--- config.mk ---
export PLATFORM = sky130hd
export DESIGN_NAME = ax_err_monitor_flat
export DESIGN_NICKNAME = d
export VERILOG_FILES = /design/src/rtl/ax_err_monitor_if.sv /design/src/rtl/ax_err_monitor.sv /design/src/flat_wrapper.sv
export SDC_FILE = /design/constraint.sdc
export NUM_CORES = 1
export LEC_CHECK = 0
export ABC_AREA = 0
export BUFFER_PORTS_ARGS = -buffer_cell sky130_fd_sc_hd__buf_2
export CELL_PAD_IN_SITES_DETAIL_PLACEMENT = 1
export CELL_PAD_IN_SITES_GLOBAL_PLACEMENT = 1
export CORE_UTILIZATION = 45
export CTS_BUF_LIST = sky130_fd_sc_hd__clkbuf_8
export DETAILED_ROUTE_END_ITERATION = 8
export PLACE_DENSITY_LB_ADDON = 0.25
export SYNTH_ARGS = -nofsm -noshare
export SYNTH_HDL_FRONTEND = slang
export SYNTH_SLANG_ARGS = --single-unit
--- constraint.sdc ---
create_clock -name clk -period 4.4 [get_ports clk]
set_clock_uncertainty 0.05 [all_clocks]
set_input_delay 0.88 -clock clk [delete_from_list [all_inputs] [get_ports clk]]
set_output_delay 0.88 -clock clk [all_outputs]
set_load 0.1 [all_outputs]
--- src/rtl/ax_err_monitor_if.sv ---
// Sample/result handshake bundle for ax_err_monitor.
// The slave modport is the monitor. The master modport is the sample source and result consumer.
interface ax_err_monitor_if #(
  parameter int BIT_WIDTH   = 8,
  parameter int WINDOW_LOG2 = 8
);
  logic                           start;
  logic                           in_valid;
  logic                           in_ready;
  logic [BIT_WIDTH-1:0]           a;
  logic [BIT_WIDTH-1:0]           b;
  logic [BIT_WIDTH:0]             ax_out;
  logic                           res_valid;
  logic                           res_ready;
  logic [BIT_WIDTH+WINDOW_LOG2:0] sum_abs_err;
  logic [BIT_WIDTH:0]             max_abs_err;
  logic [WINDOW_LOG2:0]           err_count;
  logic                           busy;

  modport slave (
    input  start, in_valid, a, b, ax_out, res_ready,
    output in_ready, res_valid, sum_abs_err, max_abs_err, err_count, busy
  );

  modport master (
    output start, in_valid, a, b, ax_out, res_ready,
    input  in_ready, res_valid, sum_abs_err, max_abs_err, err_count, busy
  );
endinterface

--- src/rtl/ax_err_monitor.sv ---
// Windowed error statistics for an approximate adder.
// The monitor recomputes the exact sum and accumulates |exact - ax_out| over 2^WINDOW_LOG2 samples.
module ax_err_monitor #(
  parameter int BIT_WIDTH   = 8,
  parameter int WINDOW_LOG2 = 8
) (
  input  logic               clk,
  input  logic               rst_n,
  ax_err_monitor_if.slave    bus
);

  localparam int DW = BIT_WIDTH + 1;
  localparam int SW = DW + WINDOW_LOG2;
  localparam int CW = WINDOW_LOG2 + 1;
  localparam logic [CW-1:0] LAST_IDX = CW'((32'd1 << WINDOW_LOG2) - 32'd1);

  typedef enum logic [1:0] {
    IDLE  = 2'd0,
    RUN   = 2'd1,
    DRAIN = 2'd2,
    DONE  = 2'd3
  } state_t;

  state_t          state_r;
  state_t          next_state_s;
  logic            accept_s;
  logic            clear_s;
  logic [CW-1:0]   cnt_r;
  logic            v1_r;
  logic [DW-1:0]   exact1_r;
  logic [DW-1:0]   ax1_r;
  logic            v2_r;
  logic [DW-1:0]   d2_r;
  logic [SW-1:0]   sum_r;
  logic [DW-1:0]   max_r;
  logic [CW-1:0]   errc_r;
  logic            in_ready_r;
  logic            res_valid_r;
  logic            busy_r;

  // ax may exceed the exact sum for some adders, so take the magnitude.
  function automatic logic [DW-1:0] abs_diff(input logic [DW-1:0] x, input logic [DW-1:0] y);
    if (x >= y) begin
      abs_diff = x - y;
    end else begin
      abs_diff = y - x;
    end
  endfunction

  // Next-state decode, sample acceptance and window clear
  always_comb begin
    next_state_s = state_r;
    accept_s     = 1'b0;
    clear_s      = 1'b0;
    case (state_r)
      IDLE: begin
        if (bus.start) begin
          clear_s      = 1'b1;
          next_state_s = RUN;
        end else begin
          next_state_s = IDLE;
        end
      end
      RUN: begin
        accept_s = bus.in_valid;
        if (bus.in_valid && (cnt_r == LAST_IDX)) begin
          next_state_s = DRAIN;
        end else begin
          next_state_s = RUN;
        end
      end
      DRAIN: begin
        // The last sample is in stage 2 with stage 1 empty, so it is accumulated on this edge.
        if (v2_r && !v1_r) begin
          next_state_s = DONE;
        end else begin
          next_state_s = DRAIN;
        end
      end
      DONE: begin
        if (bus.res_ready) begin
          next_state_s = IDLE;
        end else begin
          next_state_s = DONE;
        end
      end
      default: begin
        next_state_s = IDLE;
      end
    endcase
  end

  // State register
  always_ff @(posedge clk or negedge rst_n) begin
    if (!rst_n) begin
      state_r <= IDLE;
    end else begin
      state_r <= next_state_s;
    end
  end

  // Status outputs, registered from the next state
  always_ff @(posedge clk or negedge rst_n) begin
    if (!rst_n) begin
      in_ready_r  <= 1'b0;
      res_valid_r <= 1'b0;
      busy_r      <= 1'b0;
    end else begin
      in_ready_r  <= (next_state_s == RUN);
      res_valid_r <= (next_state_s == DONE);
      busy_r      <= (next_state_s == RUN) || (next_state_s == DRAIN);
    end
  end

  // Accepted-sample counter
  always_ff @(posedge clk or negedge rst_n) begin
    if (!rst_n) begin
      cnt_r <= {CW{1'b0}};
    end else if (clear_s) begin
      cnt_r <= {CW{1'b0}};
    end else if (accept_s) begin
      cnt_r <= cnt_r + {{(CW-1){1'b0}}, 1'b1};
    end else begin
      cnt_r <= cnt_r;
    end
  end

  // Stage 1 holds the exact sum. Stage 2 holds the absolute error.
  always_ff @(posedge clk or negedge rst_n) begin
    if (!rst_n) begin
      v1_r     <= 1'b0;
      exact1_r <= {DW{1'b0}};
      ax1_r    <= {DW{1'b0}};
      v2_r     <= 1'b0;
      d2_r     <= {DW{1'b0}};
    end else begin
      v1_r <= accept_s;
      v2_r <= v1_r;
      if (accept_s) begin
        exact1_r <= {1'b0, bus.a} + {1'b0, bus.b};
        ax1_r    <= bus.ax_out;
      end else begin
        exact1_r <= exact1_r;
        ax1_r    <= ax1_r;
      end
      if (v1_r) begin
        d2_r <= abs_diff(exact1_r, ax1_r);
      end else begin
        d2_r <= d2_r;
      end
    end
  end

  // Statistics accumulators
  always_ff @(posedge clk or negedge rst_n) begin
    if (!rst_n) begin
      sum_r  <= {SW{1'b0}};
      max_r  <= {DW{1'b0}};
      errc_r <= {CW{1'b0}};
    end else if (clear_s) begin
      sum_r  <= {SW{1'b0}};
      max_r  <= {DW{1'b0}};
      errc_r <= {CW{1'b0}};
    end else if (v2_r) begin
      sum_r <= sum_r + {{WINDOW_LOG2{1'b0}}, d2_r};
      if (d2_r > max_r) begin
        max_r <= d2_r;
      end else begin
        max_r <= max_r;
      end
      if (d2_r != {DW{1'b0}}) begin
        errc_r <= errc_r + {{(CW-1){1'b0}}, 1'b1};
      end else begin
        errc_r <= errc_r;
      end
    end else begin
      sum_r  <= sum_r;
      max_r  <= max_r;
      errc_r <= errc_r;
    end
  end

  assign bus.in_ready    = in_ready_r;
  assign bus.res_valid   = res_valid_r;
  assign bus.busy        = busy_r;
  assign bus.sum_abs_err = sum_r;
  assign bus.max_abs_err = max_r;
  assign bus.err_count   = errc_r;

endmodule

--- src/flat_wrapper.sv ---
// flat-port wrapper written by rule: the top's interface ports become plain ports
module ax_err_monitor_flat 
#(
  parameter int BIT_WIDTH   = 8,
  parameter int WINDOW_LOG2 = 8
)
  (clk, rst_n, bus_start, bus_in_valid, bus_a, bus_b, bus_ax_out, bus_res_ready, bus_in_ready, bus_res_valid, bus_sum_abs_err, bus_max_abs_err, bus_err_count, bus_busy);
  ax_err_monitor_if #(.BIT_WIDTH(BIT_WIDTH), .WINDOW_LOG2(WINDOW_LOG2)) bus_i ();
  input  logic clk;
  input  logic rst_n;
  input wire logic [$bits(bus_i.start)-1:0] bus_start;
  input wire logic [$bits(bus_i.in_valid)-1:0] bus_in_valid;
  input wire logic [$bits(bus_i.a)-1:0] bus_a;
  input wire logic [$bits(bus_i.b)-1:0] bus_b;
  input wire logic [$bits(bus_i.ax_out)-1:0] bus_ax_out;
  input wire logic [$bits(bus_i.res_ready)-1:0] bus_res_ready;
  output wire logic [$bits(bus_i.in_ready)-1:0] bus_in_ready;
  output wire logic [$bits(bus_i.res_valid)-1:0] bus_res_valid;
  output wire logic [$bits(bus_i.sum_abs_err)-1:0] bus_sum_abs_err;
  output wire logic [$bits(bus_i.max_abs_err)-1:0] bus_max_abs_err;
  output wire logic [$bits(bus_i.err_count)-1:0] bus_err_count;
  output wire logic [$bits(bus_i.busy)-1:0] bus_busy;
  assign bus_i.start = bus_start;
  assign bus_i.in_valid = bus_in_valid;
  assign bus_i.a = bus_a;
  assign bus_i.b = bus_b;
  assign bus_i.ax_out = bus_ax_out;
  assign bus_i.res_ready = bus_res_ready;
  assign bus_in_ready = bus_i.in_ready;
  assign bus_res_valid = bus_i.res_valid;
  assign bus_sum_abs_err = bus_i.sum_abs_err;
  assign bus_max_abs_err = bus_i.max_abs_err;
  assign bus_err_count = bus_i.err_count;
  assign bus_busy = bus_i.busy;
  ax_err_monitor #(.BIT_WIDTH(BIT_WIDTH), .WINDOW_LOG2(WINDOW_LOG2)) u_core (.clk(clk), .rst_n(rst_n), .bus(bus_i));
endmodule
==> impl_results.html, run 1 <==
<table>
<tr><th>Metric</th><th>Value</th></tr>
<tr><th colspan="2">Die</th></tr>
<tr><td>Number of standard-cell rows in the floorplan</td><td>38</td></tr>
<tr><td>Die width</td><td>109 um</td></tr>
<tr><td>Floorplan Core Area</td><td>11000 um2</td></tr>
<tr><td>IO Count</td><td>68</td></tr>
<tr><td>Overall die height</td><td>109 um</td></tr>
<tr><td>Starting utilization of the core area</td><td>0.470</td></tr>
<tr><td>Die Area</td><td>between 10000 and 15000 um2</td></tr>
<tr><th colspan="2">Critical path</th></tr>
<tr><td>Required time of the critical path</td><td>4.59 ns</td></tr>
<tr><td>WP buf/inv</td><td>1</td></tr>
<tr><td>Crit path largest cell delay</td><td>0.42 ns</td></tr>
<tr><td>Slowest cell on the critical path</td><td>fa_1</td></tr>
<tr><td>Most numerous cell on the critical path</td><td>a21o_1</td></tr>
<tr><td>Crit. End Element</td><td>flip-flop</td></tr>
<tr><td>Gate family responsible for the most delay along the worst path</td><td>compound AO/OA/AOI/OAI gates</td></tr>
<tr><td>Category of the critical setup timing path</td><td>primary input to flip-flop</td></tr>
<tr><td>Max Fanout on Critical Path</td><td>2</td></tr>
<tr><td>Critical path, cell by cell</td><td>buf_2 -&gt; ha_1 -&gt; fa_1 -&gt; a21o_1 -&gt; a21oi_1 -&gt; o21bai_1 -&gt; a21o_1 -&gt; a2111oi_0 -&gt; nor2_1</td></tr>
<tr><td>Crit path DAT</td><td>2.83 ns</td></tr>
<tr><td>Worst setup SP type</td><td>primary input</td></tr>
<tr><th colspan="2">Yosys</th></tr>
<tr><td>Post-synthesis instance total</td><td>slightly below 600</td></tr>
<tr><td>Number of unique standard cell types used by synthesis</td><td>64</td></tr>
<tr><td>Number of enable flip-flop cells after synthesis</td><td>0</td></tr>
<tr><td>Post-Syn Nets</td><td>661</td></tr>
<tr><td>Flip-flop and latch count after synthesis</td><td>about 80</td></tr>
<tr><td>Synthesized area per cell</td><td>a little under 9 um2</td></tr>
<tr><td>Number of warnings printed during yosys synthesis</td><td>0</td></tr>
<tr><td>Primary flip-flop cell chosen by synthesis mapping</td><td>dfrtp_1</td></tr>
<tr><td>Share of the yosys chip area belonging to registers</td><td>0.378</td></tr>
<tr><td>Synthesized area</td><td>around 5200 um2</td></tr>
<tr><td>Share of synthesized flip-flops with an asynchronous set or reset</td><td>1.00</td></tr>
<tr><th colspan="2">Pwr</th></tr>
<tr><td>Clock share of power</td><td>0.140</td></tr>
<tr><td>Relative contribution of combinational cells to total power</td><td>0.596</td></tr>
<tr><td>Internal power</td><td>about 2000 uW</td></tr>
<tr><td>Reg power frac</td><td>0.264</td></tr>
<tr><td>Switching portion of total power</td><td>0.555</td></tr>
<tr><td>Power density over the cells</td><td>775 nW/um2</td></tr>
<tr><td>Largest vdd supply drop</td><td>about 0.00064 V</td></tr>
<tr><td>Leakage power figure</td><td>0.00278 uW</td></tr>
<tr><td>Net switching power of the design</td><td>2500 uW</td></tr>
<tr><th colspan="2">Timing</th></tr>
<tr><td>Final setup violation count</td><td>0</td></tr>
<tr><td>Tightest slew margin relative to the limit</td><td>0.327</td></tr>
<tr><td>Total negative slack for setup checks</td><td>0 ns</td></tr>
<tr><td>Highest clock frequency the design can meet</td><td>0.379 GHz</td></tr>
<tr><td>Transition at the pin with the smallest max-transition slack</td><td>1.01 ns</td></tr>
<tr><td>Final clock period utilization by the worst path</td><td>0.600</td></tr>
<tr><td>Shortest period the worst path allows</td><td>~2.6 ns</td></tr>
<tr><td>RSZ-0062 raised after global routing</td><td>no</td></tr>
<tr><td>Minimum hold slack</td><td>0.454 ns</td></tr>
<tr><td>Final Hold Fails</td><td>0</td></tr>
<tr><td>Final max-slew violation count</td><td>0</td></tr>
<tr><th colspan="2">Flow run</th></tr>
<tr><td>Number of max-cap violations</td><td>0</td></tr>
<tr><th colspan="2">Clock network</th></tr>
<tr><td>Max clock buf depth</td><td>2</td></tr>
<tr><td>Number of buffers added by the clock tree synthesis step</td><td>9</td></tr>
<tr><td>Setup Buffers After CTS</td><td>0</td></tr>
<tr><td>Clock Latency Late Sink</td><td>0.37 ns</td></tr>
<tr><td>Clock tree from TritonCTS</td><td>done</td></tr>
<tr><td>Count of hold buffers inserted by post-cts repair</td><td>0</td></tr>
<tr><td>Clock Root Buffer</td><td>clkbuf_8</td></tr>
<tr><td># clock sinks</td><td>78</td></tr>
<tr><td>CTS H-tree lvls</td><td>3</td></tr>
<tr><td>Post-cts repair resize count</td><td>0</td></tr>
<tr><td>Clock-pin slew on the worst setup and hold paths</td><td>roughly 0.08 ns</td></tr>
<tr><th colspan="2">Final layout</th></tr>
<tr><td>Layout cell share with drive strength beyond 1</td><td>0.165</td></tr>
<tr><td>Number of inserted diodes</td><td>0</td></tr>
<tr><td>Area Growth Syn to Fin</td><td>12.6%</td></tr>
<tr><td>Total Nets Final</td><td>719</td></tr>
<tr><th colspan="2">Drt</th></tr>
<tr><td>Violation count after the first detailed-route iteration</td><td>around 210</td></tr>
<tr><td>WL/cell</td><td>between 15 and 20 um</td></tr>
<tr><td>Routed vias/inst</td><td>5.82</td></tr>
<tr><td>Total vias in the final route</td><td>4553</td></tr>
<tr><td>DRC viols</td><td>0</td></tr>
<tr><td>Routed Wire Length</td><td>around 14 mm</td></tr>
<tr><td>Antenna-violating nets left</td><td>0</td></tr>
<tr><td>Drt pass-1 iters</td><td>4</td></tr>
<tr><th colspan="2">Placement</th></tr>
<tr><td>Detailed-placement wirelength estimate</td><td>10.2 mm</td></tr>
<tr><td>Count of input and output buffers</td><td>67</td></tr>
<tr><td>Placer Congestion</td><td>0.811</td></tr>
<tr><th colspan="2">Global route</th></tr>
<tr><td>GRT Resource Usage Total</td><td>0.251</td></tr>
<tr><td>Number of antenna violations at the first check in global routing</td><td>0</td></tr>
<tr><td>Global routing met1 resource utilization</td><td>0.311</td></tr>
<tr><td>Met2 track demand over resource in global routing</td><td>0.441</td></tr>
<tr><td>Aggregate global routing overflow</td><td>0</td></tr>
<tr><td>Met3 track demand over resource in global routing</td><td>0.0383</td></tr>
<tr><td>Maximum number of pins on one net before global-route repair</td><td>just under 80</td></tr>
<tr><td>Layer with the highest usage after global routing</td><td>met2</td></tr>
<tr><td>First-pass GRT wire length</td><td>23.2 mm</td></tr>
<tr><td>Number of global-route vias before repair</td><td>4758</td></tr>
<tr><th colspan="2">Hold path</th></tr>
<tr><td>Type of the most critical hold path</td><td>flip-flop to flip-flop</td></tr>
<tr><th colspan="2">Outcome</th></tr>
<tr><td>Outcome</td><td>complete, no violations</td></tr>
</table>
[layout by cell type (no fill, tap or decap), types with 4 or more instances in the layout]
| cell | count |
|---|---|
| dfrtp_1 | 78 |
| buf_2 | 66 |
| o21ai_0 | 53 |
| a21oi_1 | 50 |
| nand2_1 | 48 |
| ha_1 | 48 |
| inv_1 | 46 |
| nor2_1 | 40 |
| nand3_1 | 24 |
| a21o_1 | 14 |
| or3_1 | 14 |
| nand4_1 | 13 |
| xor2_1 | 12 |
| clkbuf_8 | 9 |
| and3_1 | 6 |
| nor2b_1 | 5 |
| o21ai_1 | 5 |
| nor3b_1 | 5 |
| nor3_1 | 5 |
| mux2i_1 | 5 |
| a211oi_1 | 5 |
| o2111ai_1 | 5 |
| nand2b_1 | 5 |
| xnor2_1 | 5 |
| a31o_2 | 4 |
| o21a_1 | 4 |
| fa_1 | 4 |
| inv_6 | 4 |
[flip-flops by register name, summed over array words and instances, names as in the netlist]
name / count
u_core.v2_r: 1
u_core.bus.max_abs_err: 9
u_core.bus.err_count: 9
u_core.bus.in_ready: 1
u_core.state_r: 2
u_core.d2_r: 9
u_core.bus.sum_abs_err: 17
u_core.v1_r: 1
u_core.cnt_r: 9
u_core.bus.busy: 1
u_core.ax1_r: 9
u_core.bus.res_valid: 1
u_core.exact1_r: 9
[cell families after synthesis]
| logic type | count (synthesis) | share of synthesized area |
|---|---|---|
| buffers and inverters | 69 | 0.0538 |
| muxes | 6 | 0.0126 |
| xor gates and xnor gates | 17 | 0.0289 |
| DFF | 78 | 0.378 |
| adders and majority gates | 52 | 0.132 |
| and+or+nand+nor | 186 | 0.187 |
| AOI/OAI and AO/OA | 171 | 0.208 |
[cell type report]
class / instances / area, um2
clock buffers: 9 / 124
clock inverters: 7 / 103
fillers: 1329 / 5170
inverters: 48 / 180
multi-input cells: 432 / 2930
flip-flops and latches: 78 / 1950
well taps: 140 / 175
repair buffers: 68 / 345
[metrics by stage]
stage / instances / util / total power, uW / cell area, um2 / worst slack [ns]
after floorplan: 579 / - / 3270 / 5160 / 1.58
after global placement: 766 / 0.508 / 3720 / 5580 / 1.48
after detailed placement: 766 / 0.508 / 3860 / 5580 / 1.36
after CTS: 782 / 0.529 / 4520 / 5810 / 1.76
after global routing: 782 / 0.529 / 4800 / 5810 / 1.60
final: 782 / 0.529 / 4500 / 5810 / 1.76
[worst min-delay path, cell delays in order, from the launching register on]
cell,delay (ns)
dfrtp_1,0.36
nand2_1,0.05
o21ai_0,0.06
[path summary, 6_finish.rpt]
check	startpoint	end	slack [ns]	depth (start not counted)
max	bus_b[0]	u_core.exact1_r[8]$_DFFE_PN0P_	1.76	9
min	u_core.cnt_r[8]$_DFFE_PN0P_	u_core.cnt_r[8]$_DFFE_PN0P_	0.45	2
max reg2reg	u_core.d2_r[0]$_DFFE_PN0P_	u_core.bus.sum_abs_err[12]$_DFFE_PN0P_	1.90	9
min reg2reg	u_core.cnt_r[8]$_DFFE_PN0P_	u_core.cnt_r[8]$_DFFE_PN0P_	0.45	2
max in group asynchronous	rst_n	u_core.v1_r$_DFF_PN0_	3.02	1
min in group asynchronous	rst_n	u_core.bus.max_abs_err[7]$_DFFE_PN0P_	0.63	1
[metal layers]
metal | share of wire | routed length (um)
met1 | 0.45 | 6240
met2 | 0.51 | 7110
met3 | 0.027 | 383
met4 | 0.017 | 239
met5 | 0 | 0
[cell usage after synthesis (all sizes together), types with 2 or more instances]
cell | number | share of area
a21oi | 52 | 0.052
nor3 | 5 | 0.0049
nand2b | 5 | 0.0061
and3 | 7 | 0.0087
nand4b | 3 | 0.0051
o21bai | 3 | 0.0051
ha | 48 | 0.12
a211o | 3 | 0.0051
nand4 | 14 | 0.018
xor2 | 12 | 0.020
a31oi | 4 | 0.0061
inv | 48 | 0.035
nor3b | 5 | 0.0073
and4 | 3 | 0.0051
a21o | 14 | 0.020
o31a | 2 | 0.0034
dfrtp | 78 | 0.38
nor4b | 3 | 0.0051
a31o | 4 | 0.0068
fa | 4 | 0.016
o21a | 5 | 0.0075
mux2i | 5 | 0.0097
nor2b | 6 | 0.0087
a211oi | 6 | 0.0097
o211a | 3 | 0.0058
nor4 | 2 | 0.0024
nand3 | 25 | 0.025
nand3b | 2 | 0.0029
or3 | 15 | 0.019
o21ai | 61 | 0.061
o2111ai | 5 | 0.0085
buf | 8 | 0.0095
nor2 | 40 | 0.029
and2 | 2 | 0.0024
clkbuf | 13 | 0.0095
xnor2 | 5 | 0.0085
nand2 | 48 | 0.035
[power groups by stage]
stage | registers, uW | logic [uW] | clock network, uW
4_1_cts | 1190 | 2690 | 641
2_1_floorplan | 2060 | 1220 | 0
6_report | 1190 | 2680 | 630
3_5_place_dp | 1200 | 2660 | 0
5_1_grt | 1220 | 2910 | 673
3_3_place_gp | 1180 | 2540 | 0
Note: power is estimated with default switching activity, not from simulation.
==> inputs of run 2 (changes only) <==
Settings changed: CORE_UTILIZATION 45 to 41.
Clock period 4.4 ns to 2.4 ns, I/O delays scaled along.
==> run 2 against run 1 <==
Power increased by 83%. Non-clock buffer count up 21. Global-route usage decreased by 2.9 points. Cell area up 3.4%. Worst setup slack worse by 1.7 ns. Sequential share of layout area decreased by 0.97 points. Die area rose by 9.6%. Critical path depth fell by 1. Utilization down 3.5 points. Largest cell class unchanged. Clock power increased by 68%. Sequential power increased by 82%. Flip-flop and latch count did not move.
==> impl_results.html, run 2 (same netlist as run 1, synthesis figures left out) <==
<table>
<tr><th>Metric</th><th>Value</th></tr>
<tr><th colspan="2">Outcome</th></tr>
<tr><td>Outcome</td><td>complete, no violations</td></tr>
<tr><th colspan="2">Final layout</th></tr>
<tr><td>Top library cells by usage in the layout, fill and taps aside</td><td>dfrtp_1 (71), buf_2 (66), o21ai_0 (52)</td></tr>
<tr><td>Number of inserted diodes</td><td>0</td></tr>
<tr><td>Largest register FFs</td><td>17</td></tr>
<tr><td>Area Growth Syn to Fin</td><td>16.4%</td></tr>
<tr><td>Fill cells</td><td>1480</td></tr>
<tr><td>Final standard cell utilization of the core</td><td>0.494</td></tr>
<tr><td>Total Nets Final</td><td>740</td></tr>
<tr><td>Most common cell after layout, fill and taps aside</td><td>dfrtp_1</td></tr>
<tr><td>Layout cell share with drive strength beyond 1</td><td>0.205</td></tr>
<tr><th colspan="2">Drt</th></tr>
<tr><td>Antenna-violating nets left</td><td>0</td></tr>
<tr><td>WL/cell</td><td>16.5 um</td></tr>
<tr><td>Drt pass-1 iters</td><td>4</td></tr>
<tr><td>Total vias in the final route</td><td>4543</td></tr>
<tr><td>Routed Wire Length</td><td>13.7 mm</td></tr>
<tr><td>DRC viols</td><td>0</td></tr>
<tr><td>Routed vias/inst</td><td>between 5 and 6</td></tr>
<tr><td>Violation count after the first detailed-route iteration</td><td>245</td></tr>
<tr><th colspan="2">Die</th></tr>
<tr><td>Die width</td><td>114 um</td></tr>
<tr><td>Floorplan Core Area</td><td>approximately 12000 um2</td></tr>
<tr><td>IO Count</td><td>68</td></tr>
<tr><td>Starting utilization of the core area</td><td>0.424</td></tr>
<tr><td>Overall die height</td><td>114 um</td></tr>
<tr><td>Die Area</td><td>13000 um2</td></tr>
<tr><td>Number of standard-cell rows in the floorplan</td><td>40</td></tr>
<tr><th colspan="2">Clock network</th></tr>
<tr><td>Clock Latency Late Sink</td><td>about 0.37 ns</td></tr>
<tr><td># clock sinks</td><td>78</td></tr>
<tr><td>Clock tree from TritonCTS</td><td>done</td></tr>
<tr><td>CTS H-tree lvls</td><td>3</td></tr>
<tr><td>Clock-pin slew on the worst setup and hold paths</td><td>approximately 0.09 ns</td></tr>
<tr><td>Clock Root Buffer</td><td>clkbuf_8</td></tr>
<tr><td>Number of buffers added by the clock tree synthesis step</td><td>9</td></tr>
<tr><td>Max clock buf depth</td><td>2</td></tr>
<tr><th colspan="2">Placement</th></tr>
<tr><td>Placer Congestion</td><td>0.837</td></tr>
<tr><td>Worst setup slack after placement</td><td>-0.185 ns</td></tr>
<tr><td>Count of input and output buffers</td><td>67</td></tr>
<tr><td>Detailed-placement wirelength estimate</td><td>10.4 mm</td></tr>
<tr><th colspan="2">Critical path</th></tr>
<tr><td>Required time of the critical path</td><td>2.65 ns</td></tr>
<tr><td>Setup slack on the worst flop-to-flop path</td><td>0.10 ns</td></tr>
<tr><td>Crit. End Element</td><td>flip-flop</td></tr>
<tr><td>Category of the critical setup timing path</td><td>flip-flop to flip-flop</td></tr>
<tr><td>Max Fanout on Critical Path</td><td>8</td></tr>
<tr><td>Worst setup SP type</td><td>flip-flop</td></tr>
<tr><td>Crit path DAT</td><td>2.55 ns</td></tr>
<tr><th colspan="2">Pwr</th></tr>
<tr><td>Switching portion of total power</td><td>0.555</td></tr>
<tr><td>Clock share of power</td><td>0.128</td></tr>
<tr><td>Power density over the cells</td><td>1370 nW/um2</td></tr>
<tr><td>Reg power frac</td><td>0.263</td></tr>
<tr><td>Largest vdd supply drop</td><td>about 0.00038 V</td></tr>
<tr><td>Leakage power figure</td><td>0.00286 uW</td></tr>
<tr><td>Relative contribution of combinational cells to total power</td><td>0.609</td></tr>
<tr><td>Net switching power of the design</td><td>around 4600 uW</td></tr>
<tr><td>Internal power</td><td>3670 uW</td></tr>
<tr><th colspan="2">Timing</th></tr>
<tr><td>Tightest slew margin relative to the limit</td><td>0.583</td></tr>
<tr><td>Highest clock frequency the design can meet</td><td>0.435 GHz</td></tr>
<tr><td>Final max-slew violation count</td><td>0</td></tr>
<tr><td>Transition at the pin with the smallest max-transition slack</td><td>just over 0.6 ns</td></tr>
<tr><td>Final Worst Setup Slack</td><td>0.102 ns</td></tr>
<tr><td>Final Hold Fails</td><td>0</td></tr>
<tr><td>Minimum hold slack</td><td>0.260 ns</td></tr>
<tr><td>Final clock period utilization by the worst path</td><td>0.958</td></tr>
<tr><td>Shortest period the worst path allows</td><td>2.30 ns</td></tr>
<tr><td>Final setup violation count</td><td>0</td></tr>
<tr><td>RSZ-0062 raised after global routing</td><td>no</td></tr>
<tr><th colspan="2">Global route</th></tr>
<tr><td>Aggregate global routing overflow</td><td>0</td></tr>
<tr><td>Number of antenna violations at the first check in global routing</td><td>0</td></tr>
<tr><td>Maximum number of pins on one net before global-route repair</td><td>33</td></tr>
<tr><td>First-pass GRT wire length</td><td>22.9 mm</td></tr>
<tr><td>Number of global-route vias before repair</td><td>4736</td></tr>
<tr><td>GRT Resource Usage Total</td><td>0.222</td></tr>
<tr><th colspan="2">Hold path</th></tr>
<tr><td>Type of the most critical hold path</td><td>primary input to flip-flop</td></tr>
<tr><th colspan="2">Flow run</th></tr>
<tr><td>Number of max-cap violations</td><td>0</td></tr>
</table>
run 2: cell types whose count changed in the layout (fill, tap and decap cells not counted), moves of 2 or more:
| cell | delta |
|---|---|
| buf_4 | +20 |
| dfrtp_1 | -7 |
| inv_6 | -2 |
| dfrtp_2 | +7 |
run 2: per-layer routing:
metal / global-route usage / part of all wire / wire length [um] / vias up
li1: - / - / - / 2222
met4: 0.0745 / 0.016 / 213 / 0
met5: 0 / 0 / 0 / -
met3: 0.0323 / 0.022 / 306 / 15
met1: 0.290 / 0.47 / 6450 / 2248
met2: 0.377 / 0.49 / 6700 / 58
run 2: path summary, 6_finish.rpt:
path | startpoint | end | cells after the start
max in group asynchronous | rst_n | u_core.ax1_r[6]$_DFFE_PN0P_ | 3
worst min register to register | u_core.v1_r$_DFF_PN0_ | u_core.v2_r$_DFF_PN0_ | 0
worst max-delay path | u_core.ax1_r[1]$_DFFE_PN0P_ | u_core.d2_r[1]$_DFFE_PN0P_ | 8
min in group asynchronous | rst_n | u_core.bus.max_abs_err[2]$_DFFE_PN0P_ | 2
worst max register to register | u_core.ax1_r[1]$_DFFE_PN0P_ | u_core.d2_r[1]$_DFFE_PN0P_ | 8
worst min-delay path | bus_ax_out[2] | u_core.ax1_r[2]$_DFFE_PN0P_ | 3
run 2: metrics by stage:
stage	total power [uW]	area [um2]	TNS, ns	instances
global placement	6920	5770	-0.0644	813
CTS	8250	5990	0	831
global route	8790	6010	0	831
floorplan	6010	5170	-0.124	579
finish	8240	6010	0	831
detailed placement	7130	5770	-0.185	813
run 2: layout make-up:
type	count	area, um2	area share
Multi-Input combinational cell	432	2950	0.491
Sequential cell	78	1960	0.326
Timing Repair Buffer	89	505	0.0841
Tap cell	168	210	0.0350
Inverter	48	180	0.0300
Clock buffer	9	124	0.0206
Clock inverter	7	80.1	0.0133
run 2: repair_timing:
item | 4_1_cts | 5_1_grt
gates cloned | 0 | 0
setup endpoints to repair | 1 | 5
gates resized for setup | 0 | 5
pin swaps | 1 | 2
hold endpoints to repair | 28 | 0
setup buffers | 1 | 0
hold buffers | 1 | 0
run 2: worst max-delay path: stages, from the launching register on:
cell	delay [ns]
dfrtp_1	0.41
inv_1	0.10
ha_1	0.33
nor2b_4	0.14
o31a_1	0.27
o21ai_2	0.26
o21a_4	0.23
mux2_4	0.30
mux2i_1	0.13
run 2: power by group through the flow:
stage | clock [uW] | sequential [uW] | combinational (uW)
floorplan | 0 | 3790 | 2230
global placement | 0 | 2160 | 4770
detailed placement | 0 | 2190 | 4940
CTS | 1100 | 2160 | 4990
global route | 1130 | 2220 | 5430
finish | 1060 | 2170 | 5020
==> inputs of run 3 (changes only) <==
Settings changed: CORE_MARGIN set to 3, RECOVER_POWER set to 50.
==> run 3 against run 2 <==
The flow now finishes with violations (capacitance limit, slew limit). Cell area about the same. Routed wire length increased by 1.4%. Utilization about the same. Power decreased by 0.35%. Sequential power about the same. Combinational power about the same. Hold slack improved by 0.0074 ns. Clock power decreased by 5%. Flip-flop and latch count unchanged. Critical path type unchanged.
==> impl_results.html, run 3 (same netlist as run 1, synthesis figures left out) <==
<table>
<tr><th>Metric</th><th>Value</th></tr>
<tr><th colspan="2">Outcome</th></tr>
<tr><td>Outcome</td><td>finished, violations left</td></tr>
<tr><td>Failing checks</td><td>capacitance limit, slew limit</td></tr>
<tr><th colspan="2">Timing</th></tr>
<tr><td>Highest clock frequency the design can meet</td><td>0.441 GHz</td></tr>
<tr><td>Final Hold Fails</td><td>0</td></tr>
<tr><td>RSZ-0062 raised after global routing</td><td>no</td></tr>
<tr><td>Minimum hold slack</td><td>around 0.27 ns</td></tr>
<tr><td>Shortest period the worst path allows</td><td>roughly 2.3 ns</td></tr>
<tr><td>Final max-slew violation count</td><td>59</td></tr>
<tr><td>Final setup violation count</td><td>0</td></tr>
<tr><td>Tightest slew margin relative to the limit</td><td>-0.00793</td></tr>
<tr><td>Final clock period utilization by the worst path</td><td>0.946</td></tr>
<tr><td>Transition at the pin with the smallest max-transition slack</td><td>1.51 ns</td></tr>
<tr><th colspan="2">Critical path</th></tr>
<tr><td>Worst setup SP type</td><td>flip-flop</td></tr>
<tr><td>Crit. End Element</td><td>flip-flop</td></tr>
<tr><td>Required time of the critical path</td><td>2.63 ns</td></tr>
<tr><td>Category of the critical setup timing path</td><td>flip-flop to flip-flop</td></tr>
<tr><td>Max Fanout on Critical Path</td><td>3</td></tr>
<tr><td>Crit path DAT</td><td>2.50 ns</td></tr>
<tr><th colspan="2">Flow run</th></tr>
<tr><td>Number of max-cap violations</td><td>1</td></tr>
<tr><th colspan="2">Die</th></tr>
<tr><td>IO Count</td><td>68</td></tr>
<tr><td>Overall die height</td><td>about 120 um</td></tr>
<tr><td>Floorplan Core Area</td><td>12200 um2</td></tr>
<tr><td>Die Area</td><td>around 14000 um2</td></tr>
<tr><td>Starting utilization of the core area</td><td>0.424</td></tr>
<tr><td>Die width</td><td>118 um</td></tr>
<tr><td>Number of standard-cell rows in the floorplan</td><td>40</td></tr>
<tr><th colspan="2">Drt</th></tr>
<tr><td>Routed Wire Length</td><td>13.9 mm</td></tr>
<tr><td>Total vias in the final route</td><td>~4600</td></tr>
<tr><td>Antenna-violating nets left</td><td>0</td></tr>
<tr><td>Routed vias/inst</td><td>5.50</td></tr>
<tr><td>Drt pass-1 iters</td><td>4</td></tr>
<tr><td>WL/cell</td><td>16.6 um</td></tr>
<tr><td>Violation count after the first detailed-route iteration</td><td>193</td></tr>
<tr><td>DRC viols</td><td>0</td></tr>
<tr><th colspan="2">Global route</th></tr>
<tr><td>Number of global-route vias before repair</td><td>about 4900</td></tr>
<tr><td>Number of antenna violations at the first check in global routing</td><td>0</td></tr>
<tr><td>Maximum number of pins on one net before global-route repair</td><td>59</td></tr>
<tr><td>Aggregate global routing overflow</td><td>0</td></tr>
<tr><td>First-pass GRT wire length</td><td>around 24 mm</td></tr>
<tr><td>GRT Resource Usage Total</td><td>0.208</td></tr>
<tr><th colspan="2">Final layout</th></tr>
<tr><td>Reg area</td><td>between 1500 and 2000 um2</td></tr>
<tr><td>Count of placed standard cells in the final layout, fillers left out</td><td>833</td></tr>
<tr><td>Layout cell share with drive strength beyond 1</td><td>0.203</td></tr>
<tr><td>Most common cell after layout, fill and taps aside</td><td>dfrtp_1</td></tr>
<tr><td>Area occupied by multi-input gates</td><td>2950 um2</td></tr>
<tr><td>Number of inserted diodes</td><td>0</td></tr>
<tr><td>Total Nets Final</td><td>approximately 740</td></tr>
<tr><td>Top library cells by usage in the layout, fill and taps aside</td><td>dfrtp_1 (70), buf_2 (65), o21ai_0 (53)</td></tr>
<tr><td>Largest register FFs</td><td>17</td></tr>
<tr><td>Fill cells</td><td>1497</td></tr>
<tr><td>Area Growth Syn to Fin</td><td>16.4%</td></tr>
<tr><th colspan="2">Clock network</th></tr>
<tr><td>Max clock buf depth</td><td>2</td></tr>
<tr><td>Clock-pin slew on the worst setup and hold paths</td><td>0.09 ns</td></tr>
<tr><td>CTS H-tree lvls</td><td>3</td></tr>
<tr><td>Clock Latency Late Sink</td><td>0.37 ns</td></tr>
<tr><td>Clock tree from TritonCTS</td><td>done</td></tr>
<tr><td># clock sinks</td><td>78</td></tr>
<tr><td>Count of hold buffers inserted by post-cts repair</td><td>0</td></tr>
<tr><td>Clock Root Buffer</td><td>clkbuf_8</td></tr>
<tr><td>Number of buffers added by the clock tree synthesis step</td><td>9</td></tr>
<tr><th colspan="2">Pwr</th></tr>
<tr><td>Switching portion of total power</td><td>0.553</td></tr>
<tr><td>Largest vdd supply drop</td><td>0.000366 V</td></tr>
<tr><td>Internal power</td><td>3670 uW</td></tr>
<tr><td>Net switching power of the design</td><td>4550 uW</td></tr>
<tr><td>Leakage power figure</td><td>0.00285 uW</td></tr>
<tr><td>Relative contribution of combinational cells to total power</td><td>0.615</td></tr>
<tr><td>Power density over the cells</td><td>roughly 1400 nW/um2</td></tr>
<tr><td>Tot Pwr</td><td>8220 uW</td></tr>
<tr><td>Clock share of power</td><td>0.123</td></tr>
<tr><td>Reg power frac</td><td>0.262</td></tr>
<tr><th colspan="2">Placement</th></tr>
<tr><td>Detailed-placement wirelength estimate</td><td>10.6 mm</td></tr>
<tr><td>Inst Count DP</td><td>815</td></tr>
<tr><td>Placer Congestion</td><td>0.817</td></tr>
<tr><td>Count of input and output buffers</td><td>67</td></tr>
<tr><th colspan="2">Hold path</th></tr>
<tr><td>Type of the most critical hold path</td><td>primary input to flip-flop</td></tr>
</table>
[run 3: worst paths after layout]
| path | end | from | depth (start not counted) | slack (ns) |
|---|---|---|---|---|
| max | u_core.bus.sum_abs_err[12]$_DFFE_PN0P_ | u_core.bus.sum_abs_err[0]$_DFFE_PN0P_ | 9 | 0.13 |
| min | u_core.ax1_r[0]$_DFFE_PN0P_ | bus_ax_out[0] | 3 | 0.27 |
| max reg2reg | u_core.bus.sum_abs_err[12]$_DFFE_PN0P_ | u_core.bus.sum_abs_err[0]$_DFFE_PN0P_ | 9 | 0.13 |
| min reg2reg | u_core.v2_r$_DFF_PN0_ | u_core.v1_r$_DFF_PN0_ | 0 | 0.40 |
| max in group asynchronous | u_core.ax1_r[3]$_DFFE_PN0P_ | rst_n | 2 | 0.66 |
| min in group asynchronous | u_core.bus.max_abs_err[7]$_DFFE_PN0P_ | rst_n | 1 | 0.43 |
[run 3: what timing repair did]
action                     in CTS  in global routing
buffers inserted                0                  2
setup endpoints to repair       0                 14
resized for setup               0                  7
[run 3: critical path, cell delays in order, from the launching register on]
cell	delay, ns
dfrtp_2	0.38
ha_1	0.17
inv_1	0.05
fa_1	0.40
nor2b_2	0.16
o21ai_2	0.08
a21boi_2	0.17
o2111ai_1	0.20
a2111o_1	0.44
o21ai_0	0.08
[run 3: metrics by stage]
stage,setup slack [ns],util,setup TNS [ns],cell area (um2)
after global placement,-0.0577,0.476,-0.0577,5780
after global routing,0.0183,0.494,0,6010
after floorplan,-0.124,-,-0.124,5170
after CTS,0.0151,0.492,0,5980
final,0.130,0.494,0,6010
after detailed placement,-0.194,0.476,-0.194,5780
[run 3: cell type report]
| cell class | instances | share of cell area |
|---|---|---|
| Multi-Input combinational cell | 432 | 0.491 |
| Timing Repair Buffer | 91 | 0.0844 |
| Sequential cell | 78 | 0.327 |
| Tap cell | 168 | 0.0350 |
| Inverter | 48 | 0.0300 |
| Clock buffer | 9 | 0.0206 |
| Clock inverter | 7 | 0.0123 |
[run 3: routing by layer]
layer	vias to the layer above	routed length [um]	global-route usage	part of all wire
met1	2263	6350	0.260	0.46
met3	20	397	0.0354	0.029
met5	-	0	0	0
met4	0	285	0.0747	0.021
li1	2229	-	-	-
met2	71	6830	0.363	0.49
[run 3: power by group through the flow]
stage / registers, uW / clock network (uW) / logic [uW]
after floorplan: 3790 / 0 / 2230
after global placement: 2140 / 0 / 4810
after detailed placement: 2180 / 0 / 4980
after CTS: 2150 / 1040 / 5020
after global routing: 2220 / 1100 / 5510
final: 2160 / 1010 / 5050
